==> src/rtl/avalon_dmem_master.sv <==
// MEM-stage data-memory port: turns RISC-V loads/stores into Avalon-MM master cycles.
// Define DMEM_TIMEOUT_EN to enable the bus watchdog (bus_err after TIMEOUT_CYCLES).
module avalon_dmem_master #(
    parameter int AW             = 32,
    parameter int TIMEOUT_CYCLES = 255
) (
    input  logic          CLK,
    input  logic          RST,
    input  logic          mem_read,
    input  logic          mem_write,
    input  logic [AW-1:0] addr,
    input  logic [31:0]   wdata,
    input  logic [2:0]    funct3,
    output logic [31:0]   rdata,
    output logic          done,
    output logic          misalign,
    output logic          bus_err,
    output logic          stall_req,
    output logic [AW-1:0] avm_address,
    output logic          avm_read,
    output logic          avm_write,
    output logic [31:0]   avm_writedata,
    output logic [3:0]    avm_byteenable,
    input  logic          avm_waitrequest,
    input  logic [31:0]   avm_readdata,
    input  logic          avm_readdatavalid
);

    typedef enum logic [1:0] {IDLE, REQ, WAIT_RD, DONE} state_t;
    typedef enum logic [1:0] {SZ_B, SZ_H, SZ_W} size_t;

    state_t        state_q, state_d;
    logic [AW-1:0] addr_q, addr_d;
    logic [2:0]    funct3_q, funct3_d;
    logic [3:0]    be_q, be_d;
    logic [31:0]   wdata_q, wdata_d;
    logic [31:0]   rdata_q, rdata_d;
    logic          write_q, write_d;
    logic          mis_q, mis_d;

    logic          req;
    size_t         in_size;
    logic [3:0]    in_be;
    logic [31:0]   in_wdata;
    logic          in_mis;
    logic [31:0]   byte_sh, half_sh, rd_ext;

`ifdef DMEM_TIMEOUT_EN
    localparam int CW = (TIMEOUT_CYCLES + 1 > 256) ? $clog2(TIMEOUT_CYCLES + 1) : 8;
    logic [CW-1:0] cnt_q, cnt_d;
    logic          berr_q, berr_d;
    logic          timeout;
`endif

    // Unlisted funct3 encodings behave as word accesses.
    function automatic size_t size_of(input logic [2:0] f3);
        case (f3)
            3'b000, 3'b100: size_of = SZ_B;
            3'b001, 3'b101: size_of = SZ_H;
            default:        size_of = SZ_W;
        endcase
    endfunction

    assign req = mem_read | mem_write;

    always_comb begin
        in_size  = size_of(funct3);
        in_be    = 4'b1111;
        in_wdata = wdata;
        in_mis   = 1'b0;
        case (in_size)
            SZ_B: begin
                in_be    = 4'b0001 << addr[1:0];
                in_wdata = {4{wdata[7:0]}};
            end
            SZ_H: begin
                in_be    = 4'b0011 << {addr[1], 1'b0};
                in_wdata = {2{wdata[15:0]}};
                in_mis   = addr[0];
            end
            default: in_mis = |addr[1:0];
        endcase
    end

    always_comb begin
        byte_sh = avm_readdata >> {addr_q[1:0], 3'b000};
        half_sh = avm_readdata >> {addr_q[1], 4'b0000};
        case (funct3_q)
            3'b000:  rd_ext = {{24{byte_sh[7]}}, byte_sh[7:0]};
            3'b100:  rd_ext = {24'h0, byte_sh[7:0]};
            3'b001:  rd_ext = {{16{half_sh[15]}}, half_sh[15:0]};
            3'b101:  rd_ext = {16'h0, half_sh[15:0]};
            default: rd_ext = avm_readdata;
        endcase
    end

    always_comb begin
        state_d  = state_q;
        addr_d   = addr_q;
        funct3_d = funct3_q;
        be_d     = be_q;
        wdata_d  = wdata_q;
        write_d  = write_q;
        mis_d    = mis_q;
        rdata_d  = rdata_q;
`ifdef DMEM_TIMEOUT_EN
        cnt_d    = cnt_q;
        berr_d   = berr_q;
        timeout  = (cnt_q == CW'(TIMEOUT_CYCLES - 1));
`endif
        case (state_q)
            IDLE: begin
`ifdef DMEM_TIMEOUT_EN
                cnt_d  = '0;
                berr_d = 1'b0;
`endif
                if (req) begin
                    addr_d   = addr;
                    funct3_d = funct3;
                    be_d     = in_be;
                    wdata_d  = in_wdata;
                    write_d  = mem_write;
                    mis_d    = in_mis;
                    state_d  = in_mis ? DONE : REQ;
                end
            end
            REQ: begin
`ifdef DMEM_TIMEOUT_EN
                cnt_d = cnt_q + 1'b1;
                if (timeout) begin
                    state_d = DONE;
                    berr_d  = 1'b1;
                end
`endif
                // Acceptance on the watchdog's final cycle still counts as success.
                if (!avm_waitrequest) begin
                    state_d = write_q ? DONE : WAIT_RD;
`ifdef DMEM_TIMEOUT_EN
                    cnt_d  = '0;
                    berr_d = 1'b0;
`endif
                end
            end
            WAIT_RD: begin
`ifdef DMEM_TIMEOUT_EN
                cnt_d = cnt_q + 1'b1;
                if (timeout) begin
                    state_d = DONE;
                    berr_d  = 1'b1;
                end
`endif
                if (avm_readdatavalid) begin
                    rdata_d = rd_ext;
                    state_d = DONE;
`ifdef DMEM_TIMEOUT_EN
                    berr_d  = 1'b0;
`endif
                end
            end
            DONE:    state_d = IDLE;
            default: state_d = IDLE;
        endcase
    end

    always_ff @(posedge CLK) begin
        if (RST) begin
            state_q  <= IDLE;
            addr_q   <= '0;
            funct3_q <= '0;
            be_q     <= '0;
            wdata_q  <= '0;
            write_q  <= 1'b0;
            mis_q    <= 1'b0;
            rdata_q  <= '0;
`ifdef DMEM_TIMEOUT_EN
            cnt_q    <= '0;
            berr_q   <= 1'b0;
`endif
        end else begin
            state_q  <= state_d;
            addr_q   <= addr_d;
            funct3_q <= funct3_d;
            be_q     <= be_d;
            wdata_q  <= wdata_d;
            write_q  <= write_d;
            mis_q    <= mis_d;
            rdata_q  <= rdata_d;
`ifdef DMEM_TIMEOUT_EN
            cnt_q    <= cnt_d;
            berr_q   <= berr_d;
`endif
        end
    end

    assign done      = (state_q == DONE);
    assign misalign  = done & mis_q;
`ifdef DMEM_TIMEOUT_EN
    assign bus_err   = done & berr_q;
`else
    assign bus_err   = 1'b0;
`endif
    // Gated by RST so every output reads 0 while reset is held.
    assign stall_req = ~RST & (((state_q == IDLE) & req) | (state_q == REQ) | (state_q == WAIT_RD));
    assign avm_read       = (state_q == REQ) & ~write_q;
    assign avm_write      = (state_q == REQ) & write_q;
    assign avm_address    = {addr_q[AW-1:2], 2'b00};
    assign avm_writedata  = wdata_q;
    assign avm_byteenable = be_q;
    assign rdata          = rdata_q;

endmodule

==> config.mk <==
export PLATFORM = sky130hd
export DESIGN_NAME = avalon_dmem_master
export DESIGN_NICKNAME = d
export VERILOG_FILES = /design/src/rtl/avalon_dmem_master.sv
export SDC_FILE = /design/constraint.sdc
export NUM_CORES = 1
export LEC_CHECK = 0
export CAP_MARGIN = 10
export CORE_MARGIN = 4
export CORE_UTILIZATION = 43
export DETAILED_ROUTE_END_ITERATION = 16
export PLACE_DENSITY_LB_ADDON = 0.05
export SETUP_SLACK_MARGIN = 0.3
export SLEW_MARGIN = 20
export SYNTH_ARGS = -nofsm -noshare
export SYNTH_HDL_FRONTEND = slang
export SYNTH_SLANG_ARGS = --single-unit
==> constraint.sdc <==
create_clock -name CLK -period 2.36 [get_ports CLK]
set_clock_uncertainty 0.05 [all_clocks]
set_input_delay 0.708 -clock CLK [delete_from_list [all_inputs] [get_ports CLK]]
set_output_delay 0.708 -clock CLK [all_outputs]
set_load 0.02 [all_outputs]
### Word-level counts from Yosys, hierarchy flattened

Cells that the tools add are included.

| storage, ports and cells | value |
|---|---|
| register bits after elaboration | 107 |
| input port bits | 105 |
| output and inout bits | 106 |
| word-level logic and storage cells | 56 |

| operators by class | value |
|---|---|
| equal/unequal tests | 13 |
| shift-type cells | 4 |
| mux-type cells | 11 |
| bitwise operators | 10 |
| reduce and logical (&&, ||, !) cells | 10 |

Operators with widths:

| cell | number |
|---|---|
| $pmux W32 S4 | 1 |
| $pmux W32 S2 | 1 |
| $shr A32 B5 Y16 | 1 |
| $shr A32 B5 Y8 | 1 |
| $eq A3 B3 Y1 const B | 4 |
| $mux W2 | 4 |
| $pmux W2 S4 | 1 |
| $pmux W4 S2 | 1 |
| $eq A3 B1 Y1 const B | 2 |
| $logic_not A3 Y1 | 2 |
| $ne A2 B2 Y1 const B | 3 |
| $reduce_or A2 Y1 | 3 |
| $and A1 B1 Y1 | 5 |
| $eq A2 B1 Y1 const B | 2 |
| $eq A2 B2 Y1 const B | 2 |
| $logic_not A2 Y1 | 2 |
| $pmux W2 S2 | 1 |
| $reduce_and A2 Y1 | 2 |
| $shl A1 B2 Y4 const A | 1 |
| $shl A2 B2 Y4 const A | 1 |
| $or A1 B1 Y1 | 3 |
| $reduce_and A3 Y1 | 1 |
| $not A1 Y1 | 2 |
| $pmux W1 S2 | 1 |
| $mux W1 | 1 |

### Logic depth before layout (Yosys ltp)

| logic depth | value |
|---|---|
| depth in word-level cells | 8 |
| gate-level depth with buffers | 8 |
| gate-level depth less buffers | 6 |

### Least setup slack after synthesis

OpenSTA, ideal clock, no wires.

| timing path | value |
|---|---|
| kind | input -> output |
| start | input RST |
| end | output stall_req |
| arrival | 1.460 ns |
| required time | 1.602 ns |
| path slack | 0.142 ns |
| stages | 3 |
| buffers on the path | 2 |
| path through | clkbuf_1 -> clkbuf_1 -> a21oi_1 |

| between the ends | value |
|---|---|
| cells in the longest elaborated chain, start to end | 2 |

Ends and longest elaborated chain:

| element | line | source |
|---|---|---|
| from (decl) | 8 | `input logic RST,` |
| $not A1 Y1 | 203 | `assign stall_req = ~RST & (((state_q == IDLE) & req) \| (state_q == REQ) \| (state_q == WAIT_RD));` |
| $and A1 B1 Y1 | 203 |  |
| to (decl) | 18 | `output logic stall_req,` |

No other way between the ends.

### Final worst setup path

| timing path | value |
|---|---|
| start | register state_q[0] |
| end | output stall_req |

| between the ends | value |
|---|---|
| cells in the longest elaborated chain, start to end | 5 |
| elaborated cells between the ends (all ways) | 7 |
| classes of those cells | 2 x eq/ne; 4 x bitwise; 1 x reduce/logical |

Ends and longest elaborated chain:

| element | line | source |
|---|---|---|
| from (decl) | 32 | `state_t state_q, state_d;` |
| from (signal assigned) | 180 | `state_q <= state_d;` |
| $logic_not A2 Y1 | 203 |  |
| $and A1 B1 Y1 | 203 |  |
| $or A1 B1 Y1 | 203 |  |
| $or A1 B1 Y1 * | 203 |  |
| $and A1 B1 Y1 * | 203 |  |

Every way passes the cells marked *; elsewhere a longest branch is shown, timed or not.

==> results.txt <==
* Outcome: finished, final reports clean
- The first global-routing pass estimated 23,600 um of wire.
* Final hold slack: 0.401 ns
- Across the run, the number of max-cap violations was 0.
* Mean area per synthesized cell: 8.01 um2
- The top cell type by area accounts for 43.5% of the synthesized area.
- Arrival @ worst endpoint: 1.31 ns
- The synthesized design contains 0 enable-type register cells.
- Worst-case vdd ir drop: 0.000599 V
- Total count of hold-check failures in the final report: 0
- The synthesized design contains 107 register bits.
* Clock latency reported for the late side of the worst-skew pair: 0.35 ns
* Length of the first detailed-routing pass in iterations: 5
* Estimated wirelength of the detail-placed design: 11,200 um
- Overall Power: 7.32 mW
* Post-route clock period utilization: 87.7%
- Setup repair after global routing could not meet its margin everywhere.
- The number of clock buffers added by TritonCTS is 9.
- Overall die area: 13,200 um2
- The worst setup path is captured at a primary output.
- Leakage power summed over all cells: 3.44 nW
- Number of antenna violations at the first check in global routing: 0
* Startpoint of the worst-slack reg-to-reg timing path: state_q[0]
- The largest total area in the synthesized netlist belongs to sky130_fd_sc_hd__dfxtp_1.
- The via count of the first global-routing pass is 4,751.
- Final min period: 2.07 ns
- Of the synthesized area, sequential elements account for 43.5%.
- Clock input transition at the sequential cells of the worst setup and hold paths: 0.07 ns
- For the pin with the worst max-slew slack, the measured transition is 0.833 ns.
* FF-to-FF setup slack: 0.47 ns
- Derived from the worst setup path, the maximum achievable clock frequency is 0.483 GHz.
- The floorplan step set the die height to 115 um.
- Min-Delay Path Class: register to register
- Number of levels in the clock H-tree: 3
- The synthesized netlist occupies a cell area of 4930 um2.
* Most common library cell in the layout ignoring fill and taps: sky130_fd_sc_hd__nand2_1
- Overall overflow remaining after global route: 0
- The worst register-to-register path has a depth of 8.
- Critical path type: register to primary output
- Remaining antenna violation count: 0
* Maximum number of pins on one net before global-route repair: 78
- In the final layout, the share of cells above drive strength 1 is 10.1%.
- For this design the top-level I/O count stands at 211.
- The worst setup path is launched from a register.
* Antenna Cells: 0
- Number of warning messages in the yosys log: 0
- Worst hold path stage count: 2
- Worst reg2reg endpoint: rdata[2]
- Hold Path Sink: avm_writedata[3]
- STA puts the critical path data required time at 1.60 ns.
- Final weighted congestion in routability-driven placement: 0.899
* Average wire length per cell after detail routing: 16.5 um
- Largest driver fanout on the critical path: 5
- DRC: 0
- Gr usage total: 22.4%
- Counting flops with an async set or reset pin after synthesis yields a share of 0%.
- Library cell used as clock root buffer: sky130_fd_sc_hd__clkbuf_16
* CTS tree: built
- Area Overhead vs Synth: 49.1%
- For this run, the leading register cell type out of synthesis is sky130_fd_sc_hd__dfxtp_1.
* Initial cell density of the core: 44.7%
* Buffers from clock root to sink, at most: 2
- Quantity of I/O buffers inserted on ports: 207
- Setup violations remaining at the end of the flow were counted as 0.
* Vias after detailed routing: 4,901
* Instance count of the mapped netlist: 615
* Startpoint of the most critical hold path: avm_writedata[3]
- Top post-synthesis cells by area: sky130_fd_sc_hd__dfxtp_1 (43%), sky130_fd_sc_hd__nand2_1 (9.9%), sky130_fd_sc_hd__a21oi_1 (5.9%)
- Leaving out fill and tap cells, the most frequent cells in the layout are sky130_fd_sc_hd__nand2_1 (130), sky130_fd_sc_hd__dfxtp_1 (105), sky130_fd_sc_hd__clkdlybuf4s50_1 (99).
- Drt first-iter violations: 300
* Net count, final: 895
- After detailed routing, the total wire length is 15,400 um.
- After floorplanning, the core was sized to cover 11,000 um2.
* Normalized max-slew margin: 44.5%
- The synthesized netlist contains 40 unique library cells.
* Power density relative to cell area: 996 nW/um2
- The tree built by TritonCTS fans out to 107 sinks.
- After detailed routing, the number of vias per cell comes to 5.27.
- Measured along the x axis, the die boundary spans 115 um.
- Slew Viols, Final: 0
- Total number of placement rows: 38
==> logic make-up after synthesis <==
group,synth area share (%)
AND/OR/NAND/NOR,19.8
adder cells (fa/ha/maj),1.27
AO/OA/AOI/OAI,20.2
buffers and inverters,9.47
other,0.0761
multiplexers,5.66
flip-flops,43.5
==> state kept, by name (all words and copies together) (netlist names) <==
name            count
state_q             2
rdata              32
addr_q             32
mis_q               1
avm_writedata      32
avm_byteenable      4
write_q             1
funct3_q            3
==> power breakdown <==
group | internal [mW] | total (mW) | switching (mW)
logic | 1.42 | 3.39 | 1.97
clock network | 0.727 | 1.41 | 0.684
registers | 2.26 | 2.51 | 0.258
total | 4.40 | 7.32 | 2.92
==> worst max-delay path, stage by stage (launching register included) <==
cell	delay (ns)
sky130_fd_sc_hd__dfxtp_2	0.40
sky130_fd_sc_hd__inv_4	0.08
sky130_fd_sc_hd__ha_4	0.18
sky130_fd_sc_hd__nor2_4	0.12
sky130_fd_sc_hd__a21oi_4	0.06
sky130_fd_sc_hd__buf_6	0.13
==> cells in the mapped netlist (2+ instances only) <==
master / n
sky130_fd_sc_hd__a21oi_1: 58
sky130_fd_sc_hd__inv_1: 6
sky130_fd_sc_hd__mux2i_1: 20
sky130_fd_sc_hd__o21bai_1: 2
sky130_fd_sc_hd__nor2_1: 56
sky130_fd_sc_hd__nand2_1: 130
sky130_fd_sc_hd__buf_6: 2
sky130_fd_sc_hd__nand2b_1: 3
sky130_fd_sc_hd__a31oi_1: 2
sky130_fd_sc_hd__a211oi_1: 10
sky130_fd_sc_hd__buf_1: 2
sky130_fd_sc_hd__ha_1: 5
sky130_fd_sc_hd__clkbuf_1: 39
sky130_fd_sc_hd__a311oi_2: 2
sky130_fd_sc_hd__dfxtp_1: 107
sky130_fd_sc_hd__nand3b_1: 21
sky130_fd_sc_hd__o21ai_0: 50
sky130_fd_sc_hd__o221ai_1: 6
sky130_fd_sc_hd__mux2_2: 7
sky130_fd_sc_hd__and2_1: 3
sky130_fd_sc_hd__a311oi_1: 15
sky130_fd_sc_hd__buf_2: 4
sky130_fd_sc_hd__nor2b_1: 3
sky130_fd_sc_hd__nor3_1: 6
sky130_fd_sc_hd__buf_4: 33
sky130_fd_sc_hd__o22ai_1: 9
==> worst max-delay path by stage <==
stage | from | end | slack (ns) | cells after the start
finish | state_q[0] | stall_req | 0.29 | 5
global route | state_q[0] | stall_req | 0.24 | 5
CTS | state_q[0] | stall_req | 0.11 | 5
detailed placement | mem_write | stall_req | -0.46 | 4
global placement | mem_write | stall_req | -0.44 | 4
floorplan | RST | stall_req | 0.31 | 3
==> stage by stage <==
step	instance area, um2	setup slack [ns]	instances	util, %	setup TNS (ns)
detailed placement	7020	-0.460	911	63.6	-2.89
floorplan	4950	0.308	617	-	0
finish	7340	0.290	930	66.6	0
global placement	7020	-0.442	911	63.6	-1.54
CTS	7230	0.108	930	65.5	0
global route	7340	0.238	930	66.6	0
==> final cells by class <==
type                            count  area [um2]
Clock buffer                       10         229
Clock inverter                      6        50.0
Fill cell                         965        3690
Inverter                            6        25.0
Multi-Input combinational cell    424        2410
Sequential cell                   107        2140
Tap cell                          140         175
Timing Repair Buffer              237        2310
==> metal layers <==
layer | vias up | GRT usage [%] | wire length [um]
met5 | - | 0 | 0
met4 | 0 | 9.70 | 421
met3 | 27 | 7.79 | 1460
met2 | 175 | 37.4 | 7360
met1 | 2275 | 25.9 | 6120
li1 | 2424 | - | -
==> timing repair <==
| item | CTS | global route |
|---|---|---|
| endpoints found under the setup margin | 100 | 47 |
| pin swaps | 2 | 6 |
| hold buffers | 0 | 0 |
| buffers inserted | 3 | 0 |
| gates resized for setup | 101 | 45 |
(Power assumes the default switching activity.)
